[config.mk]
export PLATFORM = sky130hd
export DESIGN_NAME = mac_pipe
export DESIGN_NICKNAME = d
export VERILOG_FILES = /design/src/rtl/mac_pkg.sv /design/src/rtl/mac_mul_pipe.sv /design/src/rtl/mac_pipe.sv
export SDC_FILE = /design/constraint.sdc
export NUM_CORES = 1
export LEC_CHECK = 0
export ABC_AREA = 1
export ABC_CLOCK_PERIOD_IN_PS = 10210
export BUFFER_PORTS_ARGS = -buffer_cell sky130_fd_sc_hd__buf_2
export CAP_MARGIN = 40
export CORE_MARGIN = 2
export CORE_UTILIZATION = 44
export CTS_CLUSTER_SIZE = 12
export DETAILED_ROUTE_END_ITERATION = 7
export GPL_ROUTABILITY_DRIVEN = 0
export PLACE_DENSITY_LB_ADDON = 0.05
export SLEW_MARGIN = 20
export SYNTH_ARGS = -nofsm -noshare
export SYNTH_HDL_FRONTEND = slang
export SYNTH_SLANG_ARGS = --single-unit
[constraint.sdc]
create_clock -name clk -period 10.21 [get_ports clk]
set_input_delay 1.021 -clock clk [delete_from_list [all_inputs] [get_ports clk]]
set_output_delay 1.021 -clock clk [all_outputs]
set_load 0.01 [all_outputs]
[src/rtl/mac_pkg.sv]
// Shared mode constants and accumulator range helper for the mac_pipe arithmetic core.
package mac_pkg;

  localparam int MODE_SIGNED = 1;
  localparam int MODE_SAT    = 1;
  localparam int LIM_W       = 65;

  // Upper or lower accumulator limit for an acc_w-bit register, as an LIM_W-bit pattern.
  function automatic logic [LIM_W-1:0] acc_limit(input int acc_w, input logic sgn,
                                                 input logic upper);
    logic [LIM_W-1:0] one;
    one = {{(LIM_W-1){1'b0}}, 1'b1};
    if (sgn) begin
      return upper ? (one << (acc_w - 1)) - one : ~(one << (acc_w - 1)) + one;
    end
    return upper ? (one << acc_w) - one : '0;
  endfunction

endpackage

[src/rtl/mac_mul_pipe.sv]
// Multiplier followed by a STAGES-deep register chain carrying product, valid and clear.
module mac_mul_pipe
  import mac_pkg::*;
#(
  parameter int WIDTH  = 8,
  parameter int STAGES = 2,
  parameter int SIGNED = 1
) (
  input  logic               clk,
  input  logic               reset,
  input  logic               enable,
  input  logic               in_valid,
  input  logic               clear,
  input  logic [WIDTH-1:0]   ina,
  input  logic [WIDTH-1:0]   inb,
  output logic [2*WIDTH-1:0] product,
  output logic               valid,
  output logic               clr
);

  localparam logic IS_SIGNED = (SIGNED == MODE_SIGNED);

  logic [2*WIDTH-1:0] a_ext;
  logic [2*WIDTH-1:0] b_ext;
  logic [2*WIDTH-1:0] prod_now;
  logic [2*WIDTH-1:0] prod_q  [STAGES];
  logic               valid_q [STAGES];
  logic               clr_q   [STAGES];

  // Extending both operands to 2*WIDTH makes the truncated product exact in either mode.
  always_comb begin
    a_ext    = {{WIDTH{IS_SIGNED & ina[WIDTH-1]}}, ina};
    b_ext    = {{WIDTH{IS_SIGNED & inb[WIDTH-1]}}, inb};
    prod_now = a_ext * b_ext;
  end

  always_ff @(posedge clk) begin
    if (reset) begin
      for (int i = 0; i < STAGES; i++) begin
        prod_q[i]  <= '0;
        valid_q[i] <= 1'b0;
        clr_q[i]   <= 1'b0;
      end
    end else if (enable) begin
      prod_q[0]  <= prod_now;
      valid_q[0] <= in_valid;
      clr_q[0]   <= clear;
      for (int i = 1; i < STAGES; i++) begin
        prod_q[i]  <= prod_q[i-1];
        valid_q[i] <= valid_q[i-1];
        clr_q[i]   <= clr_q[i-1];
      end
    end
  end

  assign product = prod_q[STAGES-1];
  assign valid   = valid_q[STAGES-1];
  assign clr     = clr_q[STAGES-1];

endmodule

[src/rtl/mac_pipe.sv]
// Pipelined multiply-accumulate: multiplier chain plus accumulate stage with
// saturating or wrapping overflow handling and a sticky overflow flag.
module mac_pipe
  import mac_pkg::*;
#(
  parameter int WIDTH     = 8,
  parameter int ACC_WIDTH = 20,
  parameter int STAGES    = 2,
  parameter int SIGNED    = 1,
  parameter int SATURATE  = 1
) (
  input  logic                 clk,
  input  logic                 reset,
  input  logic                 enable,
  input  logic                 in_valid,
  input  logic                 clear,
  input  logic [WIDTH-1:0]     ina,
  input  logic [WIDTH-1:0]     inb,
  output logic [ACC_WIDTH-1:0] out,
  output logic                 out_valid,
  output logic                 overflow
);

  localparam logic IS_SIGNED = (SIGNED == MODE_SIGNED);
  localparam logic IS_SAT    = (SATURATE == MODE_SAT);
  localparam logic [LIM_W-1:0] HI_FULL = acc_limit(ACC_WIDTH, IS_SIGNED, 1'b1);
  localparam logic [LIM_W-1:0] LO_FULL = acc_limit(ACC_WIDTH, IS_SIGNED, 1'b0);
  localparam logic [ACC_WIDTH-1:0] ACC_MAX = HI_FULL[ACC_WIDTH-1:0];
  localparam logic [ACC_WIDTH-1:0] ACC_MIN = LO_FULL[ACC_WIDTH-1:0];

  logic [2*WIDTH-1:0] prod;
  logic               prod_valid;
  logic               prod_clear;

  mac_mul_pipe #(
    .WIDTH (WIDTH),
    .STAGES(STAGES),
    .SIGNED(SIGNED)
  ) u_mul (
    .clk     (clk),
    .reset   (reset),
    .enable  (enable),
    .in_valid(in_valid),
    .clear   (clear),
    .ina     (ina),
    .inb     (inb),
    .product (prod),
    .valid   (prod_valid),
    .clr     (prod_clear)
  );

  logic [ACC_WIDTH:0] ext_prod;
  logic [ACC_WIDTH:0] acc_ext;
  logic [ACC_WIDTH:0] sum;
  logic               sum_ovf;
  logic               sum_low;

  // One guard bit suffices: signed overflow shows as disagreeing top bits, unsigned as a carry.
  always_comb begin
    ext_prod = {{(ACC_WIDTH + 1 - 2*WIDTH){IS_SIGNED & prod[2*WIDTH-1]}}, prod};
    acc_ext  = {IS_SIGNED & out[ACC_WIDTH-1], out};
    sum      = acc_ext + ext_prod;
    sum_ovf  = IS_SIGNED ? (sum[ACC_WIDTH] != sum[ACC_WIDTH-1]) : sum[ACC_WIDTH];
    sum_low  = IS_SIGNED & sum[ACC_WIDTH];
  end

  always_ff @(posedge clk) begin
    if (reset) begin
      out       <= '0;
      out_valid <= 1'b0;
      overflow  <= 1'b0;
    end else if (enable) begin
      out_valid <= prod_valid;
      if (prod_valid && prod_clear) begin
        out      <= ext_prod[ACC_WIDTH-1:0];
        overflow <= 1'b0;
      end else if (prod_valid) begin
        if (sum_ovf) begin
          overflow <= 1'b1;
          if (IS_SAT) out <= sum_low ? ACC_MIN : ACC_MAX;
          else        out <= sum[ACC_WIDTH-1:0];
        end else begin
          out <= sum[ACC_WIDTH-1:0];
        end
      end else if (prod_clear) begin
        out      <= '0;
        overflow <= 1'b0;
      end
    end
  end

endmodule

==> results.ini, run 1 <==
[cts]
clock_path_buffers=2
cts.repair.resized=0
numCtsBuffers=9
cts_tree=yes
cts_root_buf=clkbuf_16
post_cts_buffers=0
cts_sinks=58
htreeDepth=3
clk_pin_slew_ns=0.05
clock_latency_ns=0.33
postCtsHoldBufs=0

[setup_path]
cp_top_family=adder cells
worst_path_largest_cell_delay_ns=0.60
path_buf_inv=7
worstSetupPathType=in -> reg
rrSetupSlack_ns=7.27
end_kind=flop
reg2reg_from=u_mul.prod_q[0][16]$_SDFFCE_PN0P_
cp_num_cells=19
worstPathCellList=buf_2, nand2_1, inv_1, fa_1, inv_1, fa_1, inv_1, fa_1, inv_1, fa_1, inv_1, ha_1, nand2_1, inv_1, nand3_1, nor4_1, a21oi_1, a21oi_1, nor2_1
crit_arrival_ns=5.17
cp_slowest_cell=fa_1
reg2reg_depth=12
r2r_end=out[9]$_SDFFE_PP0P_
required_ns=10.29
crit_fanout=8
cp-start-kind=input pin
crit_top_cell=inv_1

[timing]
timing.setup.tns_ns=0
fin_crit_sh=0.498
slew_violations=0
fmax_mhz=197
finalSetupViolations=0
hold_viol_final=0
fin_crit_ns=5.08
rsz0062_at_grt=false
max_slew.worst_pin.slew_ns=0.806
final.setup.worst_slack_ns=5.13
slew_headroom=0.462
finClkSkew_ns=0.00528

[final_layout]
final_nets=982
num_antenna_cells=0
syn_to_final_growth_pct=10.7
final_util=0.500
fin_area_sq_um=6940
layout-drive-gt1-share=0.111
nFillCells=1404
most-common-layout-cells=inv_1, nand2_1, a21oi_1, fa_1, ha_1
layout_commonest_cell=inv_1

[detailed_routing]
route.detailed.drc=0
wl_per_cell_microns=13.8
drt_iter0_drc=311
vias_per_cell=4.99
drt_wl_total_microns=14400
ant_nets=0
vias=5195
drt_pass1_iterations=5

[synth]
yosysSeqAreaShare=0.243
syn_inst=829
synth-seq-cells=58
synthesis.nets=955
synth.avg_cell_area_sq_um=7.56
ys_types=32
netlist_area_sq_um=6270
ys_warn_count=0

[placement]
pre_cts_ws_ns=4.81
placed_area_sq_um=6610
portBuffers=42
dpl.hpwl_microns=11400

[power_and_ir_drop]
power_frac_comb=0.500
p_switching_uw=536
p_clk_frac=0.258
vdd_drop_max_v=0.0000736
p_leak_nw=3.67
power_frac_seq=0.242
switching_share=0.418
power_density_nw_per_um2=185
cellInternalPower_uw=746

[grt]
grt_first_pass_wirelength_microns=24600
grt_max_degree=37
grt_pass1_vias=5208
antenna_found_initial=0
grt.overflow.total=0
globalRouteTotalUtil=0.207

[die]
ios=43
die_h_microns=123
die_area_sq_um=15200
die_x_microns=123
std_cell_rows=43
core_sq_um=13900
initial_core_util=0.452

[hold_path]
min_to=overflow$_SDFFE_PP0P_
holdCritPathClass=reg -> reg
hp-start=overflow$_SDFFE_PP0P_
hold_depth=2

[status]
run_status=finished clean

[flow_run]
cap_violations=0

==> synth_stat cells <==
| cell type | n | share of area |
|---|---|---|
| nand2_2 | 8 | 0.0080 |
| nor2_1 | 46 | 0.028 |
| dfxtp_1 | 22 | 0.070 |
| nand3_1 | 43 | 0.034 |
| a21oi_1 | 66 | 0.053 |
| nand4_1 | 9 | 0.0090 |
| buf_2 | 4 | 0.0032 |
| a31oi_1 | 2 | 0.0020 |
| o21ai_0 | 34 | 0.027 |
| clkbuf_1 | 24 | 0.014 |
| or2_2 | 5 | 0.0050 |
| nor4_1 | 2 | 0.0020 |
| fa_1 | 56 | 0.18 |
| inv_2 | 2 | 0.0012 |
| a21oi_2 | 10 | 0.014 |
| xnor2_1 | 14 | 0.020 |
| nor2_2 | 5 | 0.0050 |
| o21bai_1 | 7 | 0.0084 |
| edfxtp_1 | 36 | 0.17 |
| and2_1 | 2 | 0.0020 |
| ha_1 | 49 | 0.098 |
| a21boi_4 | 1 | 0.0030 |
| o21a_1 | 3 | 0.0036 |
| xor2_1 | 7 | 0.0098 |
| and2_4 | 1 | 0.0014 |
| o211ai_1 | 1 | 0.0012 |
| nand2_1 | 172 | 0.10 |
| inv_1 | 192 | 0.11 |
| nand3_2 | 2 | 0.0032 |
| nor3_1 | 2 | 0.0016 |
| buf_6 | 1 | 0.0018 |
| nor2_4 | 1 | 0.0018 |
==> flip-flops by register name (all words and copies together), names as in the netlist <==
signal / flops
out: 20
out_valid: 1
overflow: 1
u_mul.clr_q: 2
u_mul.prod_q: 32
u_mul.valid_q: 2
==> per-layer routing <==
metal,GRT usage,up-vias,share of wire
li1,-,2625,-
met1,0.244,2454,0.44
met2,0.381,94,0.52
met3,0.0212,22,0.021
met4,0.0845,0,0.024
met5,0,-,0
==> cell type report <==
cell class	count	area, sq um	area share
clock buffer	9	225	0.0325
timing repair buffer	45	240	0.0346
sequential	58	1520	0.219
inverter	194	728	0.105
tap	180	225	0.0325
multi-input combinational	548	3900	0.562
clock inverter	7	101	0.0146
==> per-stage QoR <==
stage | std cells | power [mW] | hold WS, ns
2_1_floorplan | 829 | 0.815 | 0.472
3_3_place_gp | 1024 | 0.939 | 0.440
3_5_place_dp | 1025 | 0.954 | 0.443
4_1_cts | 1041 | 1.29 | 0.451
5_1_grt | 1041 | 1.41 | 0.495
6_report | 1041 | 1.28 | 0.451
==> worst min-delay path, cell delays in order, from the launching register on <==
cell	delay (ns)
dfxtp_1	0.31
inv_1	0.05
a21oi_1	0.05
==> worst max path at each step <==
stage,from,to,slack [ns]
2_1_floorplan,ina[0],u_mul.prod_q[0][12]$_SDFFCE_PN0P_,5.10
3_3_place_gp,inb[7],u_mul.prod_q[0][12]$_SDFFCE_PN0P_,4.92
3_5_place_dp,inb[7],u_mul.prod_q[0][12]$_SDFFCE_PN0P_,4.81
4_1_cts,inb[7],u_mul.prod_q[0][12]$_SDFFCE_PN0P_,5.16
5_1_grt,inb[2],u_mul.prod_q[0][15]$_SDFFCE_PN0P_,4.82
6_report,inb[2],u_mul.prod_q[0][15]$_SDFFCE_PN0P_,5.13
==> power by group through the flow <==
stage	clock (mW)	combinational [mW]	sequential (mW)
finish	0.331	0.641	0.310
floorplan	0	0.503	0.312
global route	0.349	0.748	0.314
detailed placement	0	0.639	0.315
global placement	0	0.625	0.314
CTS	0.338	0.641	0.310
==> logic make-up (layout without fill, tap and decap cells) <==
kind of cell             Yosys count  count (layout)  synth area share
AO/OA/AOI/OAI                    124             124             0.112
adder cells (fa/ha/maj)          105             105             0.277
XOR/XNOR                          21              21            0.0293
flip-flops                        58              58             0.243
AND/OR/NAND/NOR                  298             298             0.204
buffers and inverters            223             255             0.136
No activity file was read; power rests on OpenSTA's default activity.
==> run 2: changes to the inputs <==
--- a/config.mk
+++ b/config.mk
@@ -6,7 +6,7 @@
 export NUM_CORES = 1
 export LEC_CHECK = 0
 export ABC_AREA = 1
-export ABC_CLOCK_PERIOD_IN_PS = 10210
+export ABC_CLOCK_PERIOD_IN_PS = 5200
 export BUFFER_PORTS_ARGS = -buffer_cell sky130_fd_sc_hd__buf_2
 export CAP_MARGIN = 40
 export CORE_MARGIN = 2
==> constraint.sdc (replaced) <==
create_clock -name clk -period 5.2 [get_ports clk]
set_input_delay 0.52 -clock clk [delete_from_list [all_inputs] [get_ports clk]]
set_output_delay 0.52 -clock clk [all_outputs]
set_load 0.01 [all_outputs]
==> run 2 against run 1 <==
First-iteration DRC count is 17% lower. Highest routed layer unchanged. Clock skew is 0.0025 ns higher. Die area stayed put. Count of clock-buffer cells in the layout stayed put. Sequential share of layout area is 0.063 points lower.
==> results.ini, run 2 (synthesis gave the netlist of run 1 again) <==
[detailed_routing]
vias=5184  ; was 5195
wl_per_cell_microns=13.8  ; about the same
ant_nets=0  ; unchanged
route.detailed.drc=0  ; unchanged
vias_per_cell=4.98  ; was 4.99
drt_iter0_drc=258  ; was 311
drt_pass1_iterations=4  ; was 5
drt_wl_total_microns=14400  ; about the same

[hold_path]
hold_depth=2  ; unchanged
holdCritPathClass=reg -> reg  ; unchanged

[cts]
cts_root_buf=clkbuf_16  ; unchanged
cts_tree=yes  ; unchanged
clk_pin_slew_ns=0.05  ; about the same
post_cts_buffers=0  ; unchanged
clock_path_buffers=2  ; unchanged
numCtsBuffers=9  ; unchanged
clock_latency_ns=0.32  ; was 0.33 ns
cts.repair.resized=0  ; unchanged
cts_sinks=58  ; unchanged
postCtsHoldBufs=0  ; unchanged
htreeDepth=3  ; unchanged

[setup_path]
crit_top_cell=inv_1  ; unchanged
rrSetupSlack_ns=2.27  ; was 7.27 ns
worstSetupPathType=in -> reg  ; unchanged
reg2reg_depth=11  ; was 12
end_kind=flop  ; unchanged
cp-start-kind=input pin  ; unchanged
worst_path_largest_cell_delay_ns=0.54  ; was 0.60 ns
crit_arrival_ns=4.60  ; was 5.17 ns
cp_slowest_cell=fa_1  ; unchanged
reg2reg_from=u_mul.prod_q[0][16]$_SDFFCE_PN0P_  ; unchanged
required_ns=5.27  ; was 10.29 ns
worstPathCellList=buf_2, inv_1, or2_2, fa_1, fa_1, inv_1, fa_1, inv_1, fa_1, inv_1, ha_1, inv_1, nor4_1, nand2_1, nand3_1, a31oi_1, o21ai_0, a21oi_1  ; was buf_2, nand2_1, inv_1, fa_1, inv_1, fa_1, inv_1, fa_1, inv_1, fa_1, inv_1, ha_1, nand2_1, inv_1, nand3_1, nor4_1, a21oi_1, a21oi_1, nor2_1
crit_start=inb[7]  ; was inb[2]
worstSetupEndpoint=u_mul.prod_q[0][12]$_SDFFCE_PN0P_  ; was u_mul.prod_q[0][15]$_SDFFCE_PN0P_
r2r_end=out[9]$_SDFFE_PP0P_  ; unchanged
crit_fanout=8  ; unchanged

[final_layout]
num_antenna_cells=0  ; unchanged
syn_to_final_growth_pct=11.0  ; was 10.7%
layout-drive-gt1-share=0.113  ; was 0.111
largest_reg_flops=32  ; unchanged
layout_commonest_cell=inv_1  ; unchanged
most-common-layout-cells=inv_1, nand2_1, a21oi_1, fa_1, ha_1  ; unchanged
final_util=0.501  ; was 0.500
largest_register=u_mul.prod_q  ; unchanged
top_regs=u_mul.prod_q x32, out x20  ; unchanged
fin_area_sq_um=6960  ; was 6940 sq um
final_nets=983  ; was 982

[grt]
globalRouteTotalUtil=0.204  ; was 0.207
grt_pass1_vias=5171  ; was 5208
antenna_found_initial=0  ; unchanged
grt_max_degree=37  ; unchanged
grt_first_pass_wirelength_microns=24200  ; was 24600 microns
grt.overflow.total=0  ; unchanged

[die]
std_cell_rows=43  ; unchanged
die_h_microns=123  ; unchanged
initial_core_util=0.452  ; unchanged
ios=43  ; unchanged
core_sq_um=13900  ; unchanged
die_area_sq_um=15200  ; unchanged
die_x_microns=123  ; unchanged

[power_and_ir_drop]
switching_share=0.415  ; was 0.418
p_switching_mw=1.04  ; was 536 uW
p_leak_nw=3.68  ; was 3.67 nW
power_density_nw_per_um2=360  ; was 185 nW/um^2
power_frac_seq=0.243  ; was 0.242
p_clk_frac=0.260  ; was 0.258
cellInternalPower_mw=1.46  ; was 746 uW
vdd_drop_max_v=0.000130  ; was 0.0000736 V
power_frac_comb=0.497  ; was 0.500

[flow_run]
cap_violations=0  ; unchanged

[timing]
hold_viol_final=0  ; unchanged
final.setup.worst_slack_ns=0.670  ; was 5.13 ns
finalSetupViolations=0  ; unchanged
slew_headroom=0.461  ; was 0.462
fin_crit_sh=0.871
fmax_mhz=221
timing.setup.tns_ns=0  ; unchanged
max_slew.worst_pin.slew_ns=0.806  ; about the same
rsz0062_at_grt=false  ; unchanged
slew_violations=0  ; unchanged
fin_crit_ns=4.53
finClkSkew_ns=0.00775  ; was 0.00528 ns

[placement]
portBuffers=42  ; unchanged
dpl.hpwl_microns=11600  ; was 11400 microns
placed_area_sq_um=6630  ; was 6610 sq um
pre_cts_ws_ns=0.336  ; was 4.81 ns

[status]
run_status=finished clean  ; unchanged

run 2: worst min path at each step:
| stage | slack, ns | from | endpoint |
|---|---|---|---|
| final | 0.45 | overflow$_SDFFE_PP0P_ | overflow$_SDFFE_PP0P_ |
| after floorplan | 0.47 | overflow$_SDFFE_PP0P_ | overflow$_SDFFE_PP0P_ |
| after CTS | 0.45 | overflow$_SDFFE_PP0P_ | overflow$_SDFFE_PP0P_ |
| after detailed placement | 0.44 | overflow$_SDFFE_PP0P_ | overflow$_SDFFE_PP0P_ |
| after global routing | 0.49 | overflow$_SDFFE_PP0P_ | overflow$_SDFFE_PP0P_ |
| after global placement | 0.44 | overflow$_SDFFE_PP0P_ | overflow$_SDFFE_PP0P_ |
run 2: critical path: cells and delay by family:
family | cells | cell delay [ns]
compound gates | 3 | 0.31
simple gates | 4 | 0.90
buf+inv | 6 | 0.43
fa+ha+maj | 5 | 2.44
run 2: area by class of cell:
type	instances	area (sq um)
clock buffers	9	225
clock inverters	7	101
fillers	1393	6920
inverters	194	728
multi-input cells	548	3900
flip-flops and latches	58	1520
well taps	180	225
repair buffers	46	260
run 2: power by group through the flow:
stage          Combinational, mW  Clock (mW)  Sequential [mW]
4_1_cts                     1.26       0.665            0.609
5_1_grt                     1.46       0.679            0.618
2_1_floorplan              0.987           0            0.613
3_5_place_dp                1.25           0            0.619
3_3_place_gp                1.23           0            0.617
6_report                    1.24       0.651            0.609
run 2: metal layers:
layer / routed length, microns / GRT usage / vias up
li1: - / - / 2624
met1: 6020 / 0.233 / 2460
met2: 7750 / 0.389 / 84
met3: 349 / 0.0134 / 16
met4: 273 / 0.0845 / 0
met5: 0 / 0 / -
run 2: stage by stage:
stage | std cells | hold WS (ns) | power (mW)
final | 1042 | 0.449 | 2.50
after global routing | 1042 | 0.490 | 2.76
after CTS | 1042 | 0.452 | 2.53
after detailed placement | 1026 | 0.444 | 1.87
after global placement | 1025 | 0.440 | 1.84
after floorplan | 829 | 0.472 | 1.60
==> run 3: changes to the inputs <==
--- a/config.mk
+++ b/config.mk
@@ -18,4 +18,5 @@
 export SLEW_MARGIN = 20
 export SYNTH_ARGS = -nofsm -noshare
 export SYNTH_HDL_FRONTEND = slang
+export SYNTH_HIERARCHICAL = 1
 export SYNTH_SLANG_ARGS = --single-unit
==> run 3 against run 2 <==
Sequential share of layout area is 0.80 points lower. Non-clock buffer count decreased by 3. Clock skew about the same. Utilization down 2.1 points. Final area is 3.8% higher. Power grew 3.7%. Register-to-register slack got worse by 0.03 ns. Flip-flop and latch count stayed put. Global-route usage fell by 0.23 points. Critical path depth rose by 1. Worst hold slack got worse by 0.054 ns.
==> results.ini, run 3 <==
[power_and_ir_drop]
p_clk_frac=0.228  ; was 0.260
p_switching_mw=1.14  ; was 1.04 mW
power_density_nw_per_um2=359  ; was 360 nW/um^2
cellInternalPower_mw=1.45  ; was 1.46 mW
switching_share=0.440  ; was 0.415
power_frac_seq=0.235  ; was 0.243
p_leak_nw=4.06  ; was 3.68 nW
vdd_drop_max_v=0.000162  ; was 0.000130 V
power_frac_comb=0.537  ; was 0.497

[setup_path]
required_ns=5.29  ; was 5.27 ns
worstSetupPathType=in -> reg  ; unchanged
crit_fanout=8  ; unchanged
crit_arrival_ns=4.37  ; was 4.60 ns
end_kind=flop  ; unchanged
rrSetupSlack_ns=2.24  ; was 2.27 ns
cp-start-kind=input pin  ; unchanged

[detailed_routing]
drt_pass1_iterations=5  ; was 4
drt_wl_total_microns=15300  ; was 14400 microns
route.detailed.drc=0  ; unchanged
vias=5426  ; was 5184
vias_per_cell=4.71  ; was 4.98
wl_per_cell_microns=13.3  ; was 13.8 microns
ant_nets=0  ; unchanged
drt_iter0_drc=310  ; was 258

[final_layout]
final_nets=1084  ; was 983
most-common-layout-cells=nand2_1, inv_1, nor2_1, fa_1, ha_1  ; was inv_1, nand2_1, a21oi_1, fa_1, ha_1
syn_to_final_growth_pct=7.71  ; was 11.0%
nFillCells=1546  ; was 1393
layout-drive-gt1-share=0.0976  ; was 0.113
seqCellArea_sq_um=1520  ; unchanged
top_regs=u_mul/prod_q x32, out x20  ; was u_mul.prod_q x32, out x20
largest_reg_flops=32  ; unchanged
num_antenna_cells=0  ; unchanged
layout_commonest_cell=nand2_1  ; was inv_1
final_util=0.480  ; was 0.501
largest_register=u_mul/prod_q  ; was u_mul.prod_q
multi_input_comb_area_sq_um=4090  ; was 3900 sq um

[grt]
grt_max_degree=38  ; was 37
grt_pass1_vias=5451  ; was 5171
grt.overflow.total=0  ; unchanged
antenna_found_initial=0  ; unchanged
globalRouteTotalUtil=0.201  ; was 0.204
grt_first_pass_wirelength_microns=26300  ; was 24200 microns

[hold_path]
holdCritPathClass=in -> reg  ; was reg -> reg

[status]
run_status=finished clean  ; unchanged

[synth]
netlist_area_sq_um=6710  ; was 6270 sq um
synth_top_area_frac=0.167  ; was 0.179
synth.avg_cell_area_sq_um=7.07  ; was 7.56 sq um
ys_async_sr_fraction=0  ; unchanged
ys_warn_count=6  ; was 0
synthesis.nets=1075  ; was 955
synth_top_flop_cell=edfxtp_1  ; unchanged
yosysSeqAreaShare=0.227  ; was 0.243
synth_edf_count=36  ; unchanged
yosys-top-cells-count=nand2_1, inv_1, nor2_1  ; was inv_1, nand2_1, a21oi_1
yosysTopAreaCell=fa_1  ; unchanged
synth-seq-cells=58  ; unchanged
synthTopCellsByArea=fa_1, edfxtp_1, nand2_1, inv_1, ha_1  ; was fa_1, edfxtp_1, inv_1, nand2_1, ha_1
syn_inst=949  ; was 829
synth.most_common_cell=nand2_1  ; was inv_1
ys_types=35  ; was 32

[timing]
slew_headroom=0.419  ; was 0.461
fmax_mhz=234  ; was 221 MHz
fin_crit_ns=4.28  ; was 4.53 ns
hold_viol_final=0  ; unchanged
timing.setup.tns_ns=0  ; unchanged
finClkSkew_ns=0.00816  ; was 0.00775 ns
rsz0062_at_grt=false  ; unchanged
fin_crit_sh=0.823  ; was 0.871
max_slew.worst_pin.slew_ns=0.870  ; was 0.806 ns
finalSetupViolations=0  ; unchanged
slew_violations=0  ; unchanged

[die]
die_area_sq_um=16200  ; was 15200 sq um
die_x_microns=127  ; was 123 microns
ios=43  ; unchanged
std_cell_rows=45  ; was 43
core_sq_um=15000  ; was 13900 sq um
initial_core_util=0.446  ; was 0.452
die_h_microns=127  ; was 123 microns

[cts]
postCtsHoldBufs=0  ; unchanged
clock_latency_ns=0.33  ; was 0.32 ns
post_cts_buffers=0  ; unchanged
clock_path_buffers=2  ; unchanged
cts.repair.resized=0  ; unchanged
clk_pin_slew_ns=0.05  ; about the same
cts_tree=yes  ; unchanged
cts_sinks=58  ; unchanged
numCtsBuffers=9  ; unchanged
cts_root_buf=clkbuf_16  ; unchanged
htreeDepth=3  ; unchanged

[placement]
portBuffers=42  ; unchanged
dpl.hpwl_microns=12100  ; was 11600 microns

[flow_run]
cap_violations=0  ; unchanged

-- run 3: changes by cell type in the layout (fill, tap and decap cells not counted), sizes merged, moves of 3 or more --
cell | previous run | this run
a21oi | 76 | 52
buf | 46 | 43
inv | 196 | 226
nand2 | 180 | 263
nand3b | 0 | 7
nor2 | 52 | 82
o21a | 3 | 0
or2 | 5 | 2
xnor2 | 14 | 7
xor2 | 7 | 4
-- run 3: critical path, stage by stage --
cell     delay, ns
buf_2         0.16
nand2_1       0.13
inv_1         0.09
fa_1          0.51
inv_1         0.14
fa_1          0.56
inv_1         0.05
fa_1          0.52
inv_1         0.05
fa_1          0.54
inv_1         0.04
ha_1          0.33
nand2_1       0.11
nor2_1        0.15
nand2_1       0.06
nor2_1        0.11
nor2_1        0.08
a21oi_1       0.13
nor2_1        0.06
-- run 3: power by group through the flow --
stage	Clock, mW	Sequential, mW	Combinational (mW)
after floorplan	0	0.609	1.11
after global placement	0	0.618	1.40
after detailed placement	0	0.618	1.40
after CTS	0.607	0.609	1.41
after global routing	0.623	0.617	1.64
final	0.593	0.609	1.39
-- run 3: cell families (layout without fill, tap and decap cells) --
group           after synthesis  after routing  synth area share
simple gates                412            412             0.256
buf+inv                     270            284             0.163
fa+ha+maj                   105            105             0.259
compound gates               93             93            0.0810
flops                        58             58             0.227
xor+xnor                     11             11            0.0144
-- run 3: metal layers --
layer  share of wire  GRT usage  vias to the layer above
li1                -          -                     2870
met1            0.43      0.237                     2462
met2            0.52      0.379                       71
met3           0.026     0.0235                       23
met4           0.023     0.0653                        0
met5               0          0                        -
-- run 3: final cells by class --
type / count / share of cell area
multi-input cells: 621 / 0.567
flip-flops and latches: 58 / 0.211
inverters: 225 / 0.117
well taps: 188 / 0.0326
repair buffers: 43 / 0.0319
clock buffers: 10 / 0.0317
clock inverters: 6 / 0.00936
-- run 3: path summary, 6_finish.rpt --
| check | to | startpoint | cells after the start |
|---|---|---|---|
| setup / recovery | u_mul/prod_q[0][15]$_SDFFCE_PN0P_ | inb[2] | 19 |
| hold / removal | out_valid$_SDFFE_PP0P_ | reset | 2 |
| setup reg to reg | out[9]$_SDFFE_PP0P_ | out[0]$_SDFFE_PP0P_ | 12 |
| hold reg to reg | out_valid$_SDFFE_PP0P_ | out_valid$_SDFFE_PP0P_ | 2 |
-- run 3: through the flow --
stage	setup WS (ns)	hold WS (ns)	cells	instance area (sq um)	power (mW)
after global placement	0.631	0.453	1134	6900	2.02
after global routing	0.655	0.400	1151	7220	2.88
after floorplan	0.829	0.477	949	6710	1.72
final	0.919	0.396	1151	7220	2.60
after detailed placement	0.600	0.457	1134	6910	2.02
after CTS	0.950	0.381	1150	7200	2.62
